[config.mk]
export PLATFORM = sky130hd
export DESIGN_NAME = cook_timer
export DESIGN_NICKNAME = d
export VERILOG_FILES = /design/src/rtl/cook_timer.sv
export SDC_FILE = /design/constraint.sdc
export NUM_CORES = 1
export LEC_CHECK = 0
export ABC_AREA = 1
export CORE_UTILIZATION = 59
export DETAILED_ROUTE_END_ITERATION = 16
export PLACE_DENSITY_LB_ADDON = 0.05
export SLEW_MARGIN = 40
export SYNTH_ARGS = -nofsm -noshare
export SYNTH_HDL_FRONTEND = slang
export SYNTH_SLANG_ARGS = --single-unit
[constraint.sdc]
create_clock -name clk -period 4.3 [get_ports clk]
set_input_delay 1.29 -clock clk [delete_from_list [all_inputs] [get_ports clk]]
set_output_delay 1.29 -clock clk [all_outputs]
set_load 0.01 [all_outputs]
[src/rtl/cook_timer.sv]
// Keypad-entered MM:SS BCD cook timer that counts down at 1 Hz while the magnetron runs.
// Optional feature: define COOK_TIMER_ADD30_EN to add the add30 (+30 s) strobe input.
module cook_timer #(
    parameter int TICKS_PER_SEC = 100
) (
    input  logic       clk,
    input  logic       reset,
    input  logic       clearn,
    input  logic       load_digit,
    input  logic [3:0] digit,
    input  logic       mag_on,
`ifdef COOK_TIMER_ADD30_EN
    input  logic       add30,
`endif
    output logic       timer_done,
    output logic [3:0] min_tens,
    output logic [3:0] min_ones,
    output logic [3:0] sec_tens,
    output logic [3:0] sec_ones,
    output logic       running
);

    localparam int PW = (TICKS_PER_SEC > 1) ? $clog2(TICKS_PER_SEC) : 1;
    localparam logic [PW-1:0] PRESC_MAX = PW'(TICKS_PER_SEC - 1);

    typedef enum logic [1:0] {IDLE, SET, COUNT} state_t;

    state_t         state_q, nxt_state;
    logic [15:0]    time_q, nxt_time;
    logic [PW-1:0]  presc_q, nxt_presc;
    logic           count_en;

    // One-second BCD decrement; only ever applied to a nonzero time.
    function automatic logic [15:0] dec_bcd(input logic [15:0] t);
        logic [15:0] r;
        r = t;
        if (t[3:0] != 4'd0) begin
            r[3:0] = t[3:0] - 4'd1;
        end else begin
            r[3:0] = 4'd9;
            if (t[7:4] != 4'd0) begin
                r[7:4] = t[7:4] - 4'd1;
            end else begin
                r[7:4] = 4'd5;
                if (t[11:8] != 4'd0) begin
                    r[11:8] = t[11:8] - 4'd1;
                end else begin
                    r[11:8]  = 4'd9;
                    r[15:12] = t[15:12] - 4'd1;
                end
            end
        end
        return r;
    endfunction

`ifdef COOK_TIMER_ADD30_EN
    // +30 s on the seconds-tens digit, carrying into minutes; saturates at 99:59.
    function automatic logic [15:0] add30_bcd(input logic [15:0] t);
        logic [15:0] r;
        logic [4:0]  st3;
        logic [4:0]  sub;
        r   = t;
        st3 = {1'b0, t[7:4]} + 5'd3;
        sub = st3 - 5'd6;
        if (st3 < 5'd6) begin
            r[7:4] = st3[3:0];
        end else if (t[15:8] == 8'h99) begin
            r = 16'h9959;
        end else begin
            r[7:4] = sub[3:0];
            if (t[11:8] == 4'd9) begin
                r[11:8]  = 4'd0;
                r[15:12] = t[15:12] + 4'd1;
            end else begin
                r[11:8] = t[11:8] + 4'd1;
            end
        end
        return r;
    endfunction
`endif

    always_ff @(posedge clk or posedge reset) begin
        if (reset) begin
            state_q    <= IDLE;
            time_q     <= '0;
            presc_q    <= '0;
            timer_done <= 1'b1;
            running    <= 1'b0;
        end else begin
            state_q    <= nxt_state;
            time_q     <= nxt_time;
            presc_q    <= nxt_presc;
            timer_done <= (nxt_state == IDLE);
            running    <= (nxt_state == COUNT);
        end
    end

    // Counting follows mag_on directly so a resume picks up the held prescaler on the same edge.
    always_comb begin
        nxt_time  = time_q;
        nxt_presc = presc_q;
        count_en  = mag_on && (state_q != IDLE);
        if (!clearn) begin
            nxt_time  = '0;
            nxt_presc = '0;
        end else begin
            if (count_en) begin
                if (presc_q == PRESC_MAX) begin
                    nxt_presc = '0;
                    nxt_time  = dec_bcd(time_q);
                end else begin
                    nxt_presc = presc_q + PW'(1);
                end
            end else if (load_digit && !mag_on && (digit <= 4'd9)) begin
                nxt_time  = {time_q[11:0], digit};
                nxt_presc = '0;
            end
`ifdef COOK_TIMER_ADD30_EN
            if (add30)
                nxt_time = add30_bcd(nxt_time);
`endif
        end
        if (nxt_time == 16'h0000)
            nxt_state = IDLE;
        else if (mag_on)
            nxt_state = COUNT;
        else
            nxt_state = SET;
    end

    assign {min_tens, min_ones, sec_tens, sec_ones} = time_q;

endmodule

==> summary.txt, run 1 <==
Status: finished, final reports clean
Slowest CP cell: nor2_1
Post-synth EDFFs: 0
GRT Residual Overflow: 0
Post-Place Setup Slack: 0.702 ns
Mean routed wirelength per cell: 13.0 um
Clock root buffer: clkbuf_4
Post-Syn Area: 1980 sq um
Cell with the most instances after synthesis: nand2_1
Vias per std cell: 5.34
Initial drt markers: 228
CTS Sinks: 26
Post-DRT Antenna Nets: 0
Detailed Routing Iterations Pass 1: 4
NumNets Final: 339
Max-Cap Viols: 0
Initial Util: 63.2%
Postcts setup bufs: 0
Crit path DAT: 3.56 ns
Critical path class: primary input to register
Die height: 59.9 um
Yosys cell types: 31
Syn_nets: 312
WP data required: 4.53 ns
RSZ-0062 raised after global routing: no
Lkg Pwr: 1.23 nW
Fin Clk Skew: 0.00118 ns
Minimum clock period: 3.33 ns
CTS tree: done
Clk pin slew, worst setup/hold paths: 0.14 ns
Pins over their slew limit: 0
Setup TNS: 0 ns
Top-level I/O count: 27
Sequential share of the synthesized area: 33.0%
#FFs+latches synth: 26
PnR worst setup slack: 0.967 ns
Hold Path Class: register to register
Max Clk Rate: 0.300 GHz
FF-to-FF Start: running
Clock Path Buffers: 2
Async SR Flop Fraction: 100%
Synth top area share: 31.6%
Synth top cells by count: nand2_1 (88), inv_1 (43), nand3_1 (33), nor2_1 (28), dfrtp_1 (25)
Area growth syn-to-layout: 15.9%
Startpoint Class: primary input
Crit-path max FO: 11
Hold_buf cts: 0
Area contributors post-synth: dfrtp_1 (32%), nand2_1 (17%), nand3_1 (8.3%)
Tcrit/Tclk final: 77.5%
Core Area: 3130 sq um
CP Cell Sequence: clkdlybuf4s50_1 > o21ai_1 > inv_2 > nor2_1 > inv_1 > nor2_1 > inv_1 > a21oi_1 > a21oi_1
First-pass GRT wire length: 7800 um
Largest net degree at the start of global routing: 27
Crit. End Element: register
Reg2Reg Depth: 8
Worst hold path endpoint: presc_q[0]
Fin util: 73.3%
IO buf count: 26
Number of global-route vias before repair: 1675
Prevailing post-synth register cell: dfrtp_1
Detailed Place HPWL: 3630 um
Die Span X: 59.9 um
# rows: 20
Vias: 1966
Layout cell share with drive strength beyond 1: 9.88%
Setup violators final: 0
Yosys warns: 0
R2R Path End: presc_q[3]
H-tree Lvls: 1
Crit path largest cell delay: 0.60 ns
Slew @ Worst Pin: 0.760 ns
Routability cong.: 0.875
Cts repair resizes: 0
CP top delay family: simple AND/OR/NAND/NOR gates
WP buf/inv: 4
PwrDens: 280 nW/um^2
Post-Syn Instances: 298
CTS Buf Count: 3
# diodes: 0
Largest area contributor in the netlist: dfrtp_1
Synthesized area per cell: 6.64 sq um
Antenna violations before repair: 0
Die Footprint: 3590 sq um
Flop2flop setup slack: 1.93 ns
Hold Path Stages: 1
Hold_sp: presc_q[0]
Wirelength, routed: 4780 um
Remaining DRCs: 0
Clk_lat worst skew: 0.33 ns
GRT Total Usage: 29.5%
Peak supply drop: 199 uV
Rel. slew slack: 49.2%
Hold Vio Cnt, Final: 0
==> cells by family after synthesis <==
| family | count (synthesis) | synth area share, % |
|---|---|---|
| AO/OA/AOI/OAI | 32 | 9.30 |
| buffers and inverters | 55 | 11.2 |
| XOR/XNOR | 4 | 1.77 |
| adder cells (fa/ha/maj) | 5 | 3.16 |
| AND/OR/NAND/NOR | 176 | 41.6 |
| flip-flops | 26 | 33.0 |
==> metrics by stage <==
| stage | power [mW] | area (sq um) | hold slack [ns] | std cells |
|---|---|---|---|---|
| 2_1_floorplan | 0.454 | 1980 | 0.486 | 298 |
| 3_3_place_gp | 0.530 | 2270 | 0.522 | 364 |
| 3_5_place_dp | 0.533 | 2270 | 0.538 | 364 |
| 4_1_cts | 0.640 | 2290 | 0.554 | 368 |
| 5_1_grt | 0.681 | 2290 | 0.601 | 368 |
| 6_report | 0.643 | 2290 | 0.551 | 368 |
==> metal layers <==
layer / vias up / global-route usage [%] / share of wire [%]
met4: 0 / 9.97 / 2.1
met5: - / 0 / 0
met3: 8 / 4.98 / 7.5
met2: 70 / 41.9 / 44
li1: 996 / - / -
met1: 892 / 44.8 / 46
==> placed cells by master, fill, tap and decap left out, drive strengths merged, types with 3 or more instances in the layout <==
cell	count
nor2	38
nand3	36
dfrtp	25
o211ai	6
nand2	92
o21ai	17
ha	5
a21oi	8
nor3	3
clkdlybuf4s50	26
nand4	5
inv	49
xor2	3
clkbuf	4
==> area by class of cell <==
class	instances	area, sq um
well taps	44	55.1
clock buffers	4	26.3
repair buffers	27	268
flip-flops and latches	26	652
multi-input cells	217	1100
inverters	50	188
fillers	281	835
==> flip-flops by register name, summed over array words and instances (netlist names) <==
register	cells
time_q	16
presc_q	7
running	1
state_q	1
timer_done	1
==> worst max-delay path by stage <==
stage                 endpoint       start  cells past startpoint  slack (ns)
CTS                 presc_q[3]      mag_on                      9        1.03
global placement    presc_q[4]      mag_on                      9        0.81
global route        presc_q[3]      mag_on                      9        0.70
finish              presc_q[3]      mag_on                      9        0.97
detailed placement  presc_q[3]      mag_on                      9        0.70
floorplan              running  load_digit                     12        1.79
==> power breakdown <==
group / leakage (nW) / internal [mW] / switching [mW]
clock network: 0.0150 / 0.0364 / 0.0756
registers: 0.347 / 0.266 / 0.0206
logic: 0.865 / 0.0958 / 0.149
total: 1.23 / 0.398 / 0.245
Power figures use the tool's default switching activity.
==> run 2, diff against run 1 <==
--- a/config.mk
+++ b/config.mk
@@ -6,7 +6,7 @@
 export NUM_CORES = 1
 export LEC_CHECK = 0
 export ABC_AREA = 1
-export CORE_UTILIZATION = 59
+export CORE_UTILIZATION = 50
 export DETAILED_ROUTE_END_ITERATION = 16
 export PLACE_DENSITY_LB_ADDON = 0.05
 export SLEW_MARGIN = 40
==> constraint.sdc (replaced) <==
create_clock -name clk -period 2.88 [get_ports clk]
set_input_delay 0.864 -clock clk [delete_from_list [all_inputs] [get_ports clk]]
set_output_delay 0.864 -clock clk [all_outputs]
set_load 0.01 [all_outputs]
==> run 2 against run 1 <==
Compared with the run above: first-iteration DRC count is 36% lower; clock-buffer cell count unchanged; cell area up 3.9%; via count increased by 1.8%; global-route usage shrank 3.0 points; largest cell class unchanged; power grew 63%; non-clock buffer count increased by 7.
==> summary.txt, run 2 (synthesized netlist as in run 1, its figures left out) <==
R2R Path End: state_q[0]
Die Span X: 64.9 um (+8.3%)
Setup TNS: 0 ns (unchanged)
Clock Path Buffers: 2 (unchanged)
Vias per std cell: 5.28 (-1.2%)
Placed insts: 375 (+3.0%)
Number of global-route vias before repair: 1924 (+15%)
PwrDens: 439 nW/um^2 (+57%)
Lkg Pwr: 1.28 nW (+3.9%)
PnR worst setup slack: 0.355 ns (-0.612 ns)
Top-level I/O count: 27 (unchanged)
Pins over their slew limit: 0 (unchanged)
Postcts setup bufs: 0 (unchanged)
RSZ-0062 raised after global routing: no
Post-DRT Antenna Nets: 0 (unchanged)
Clk_lat worst skew: 0.27 ns (-0.06 ns)
Routability cong.: 0.940 (+7.5%)
Non-filler cells, final: 379 (+3.0%)
Core Area: 3720 sq um (+19%)
CTS Sinks: 26 (unchanged)
GRT Total Usage: 26.5% (-3.0 points)
Setup violators final: 0 (unchanged)
# fillers: 361 (+28%)
# diodes: 0 (unchanged)
Vias: 2001 (+1.8%)
First-pass GRT wire length: 8690 um (+11%)
Minimum clock period: 2.52 ns
Crit-path max FO: 13 (+2)
Slew @ Worst Pin: 0.461 ns (-0.298 ns)
Crit path DAT: 2.69 ns (-0.87 ns)
Hold_buf cts: 0 (unchanged)
Max-Cap Viols: 0 (unchanged)
Mean routed wirelength per cell: 13.1 um (+0.71%)
Critical path class: primary input to register
Peak supply drop: 269 uV (+35%)
# rows: 22 (+10%)
FF-to-FF Start: time_q[0]
Initial Util: 53.2% (-10 points)
GRT Residual Overflow: 0 (unchanged)
Max Clk Rate: 0.396 GHz
Antenna violations before repair: 0 (unchanged)
Cts repair resizes: 0 (unchanged)
Fin area: 2380 sq um (+3.9%)
Flop2flop setup slack: 0.65 ns (-1.28 ns)
IO buf count: 26 (unchanged)
Placed cell areas: 2320 sq um (+2.5%)
Hold Path Class: register to register
Status: finished, final reports clean
Initial drt markers: 145 (-36%)
Biggest register: time_q
Hold Vio Cnt, Final: 0 (unchanged)
Die Footprint: 4210 sq um (+17%)
Fin Clk Skew: 0.00624 ns (+0.00507 ns)
Wirelength, routed: 4960 um (+3.7%)
Detailed Routing Iterations Pass 1: 5 (+1)
Largest regs: time_q x16, presc_q x7
Die height: 64.9 um (+8.3%)
Setup crit end: state_q[0]
Layout cell share with drive strength beyond 1: 12.1% (+2.2 points)
Detailed Place HPWL: 3850 um (+6.1%)
CTS tree: done
CTS Buf Count: 3 (unchanged)
Crit. End Element: register
Clk pin slew, worst setup/hold paths: 0.10 ns (-0.04 ns)
Tcrit/Tclk final: 87.7%
Remaining DRCs: 0 (unchanged)
Reg2Reg Depth: 13 (+5)
Rel. slew slack: 69.2% (+20 points)
Max FFs per register: 16 (unchanged)
Power, Total: 1.05 mW (+63%)
Hold slack: 0.536 ns (-0.0151 ns)
Leading cell types in the layout, fill and taps excluded: nand2_1 (88), inv_1 (43), nand3_1 (33)
Largest net degree at the start of global routing: 16 (-41%)
H-tree Lvls: 1 (unchanged)
Crit path from: digit[1]
Commonest non-fill, non-tap cell in the layout: nand2_1
Hold Path Stages: 1 (unchanged)
Clock root buffer: clkbuf_8
NumNets Final: 346 (+2.1%)
Fin util: 64.1% (-9.2 points)
Area growth syn-to-layout: 20.4%
Post-Place Setup Slack: -0.0584 ns (-0.760 ns)
WP data required: 3.05 ns (-1.48 ns)
Startpoint Class: primary input
run 2: how the worst min path moves through the flow:
stage	startpoint	to	slack [ns]
finish	presc_q[0]	presc_q[0]	0.54
global route	presc_q[0]	presc_q[0]	0.58
CTS	presc_q[0]	presc_q[0]	0.53
detailed placement	presc_q[0]	presc_q[0]	0.52
global placement	presc_q[0]	presc_q[0]	0.51
floorplan	presc_q[0]	presc_q[0]	0.49
run 2: worst max-delay path: stages:
cell and delay, ns:
clkdlybuf4s50_1 0.43, o21ai_2 0.20, nand2_2 0.19, buf_4 0.21
o21ai_0 0.18, o21ai_1 0.08, nand2_1 0.10, nand2_1 0.06
nor2_1 0.10, nand2_1 0.10, nor2_4 0.12, nor2_1 0.05
run 2: cell type report:
type                            instances  area (sq um)  share of cell area [%]
Multi-Input combinational cell        217          1110                    46.5
Timing Repair Buffer                   34           320                    13.4
Inverter                               50           188                    7.88
Clock buffer                            4          55.1                    2.31
Sequential cell                        26           652                    27.4
Tap cell                               48          60.1                    2.52
run 2: where the power goes:
group          internal, mW  switching, mW  total [mW]
Clock                 0.122          0.119       0.241
Sequential            0.397         0.0321       0.429
Combinational         0.151          0.226       0.377
Total                 0.670          0.377        1.05
run 2: metal layers:
| layer | up-vias | wire length (um) | GRT usage (%) |
|---|---|---|---|
| met3 | 8 | 393 | 2.64 |
| met5 | - | 0 | 0 |
| met2 | 87 | 2300 | 44.1 |
| met4 | 0 | 75 | 9.17 |
| li1 | 1009 | - | - |
| met1 | 897 | 2190 | 35.5 |
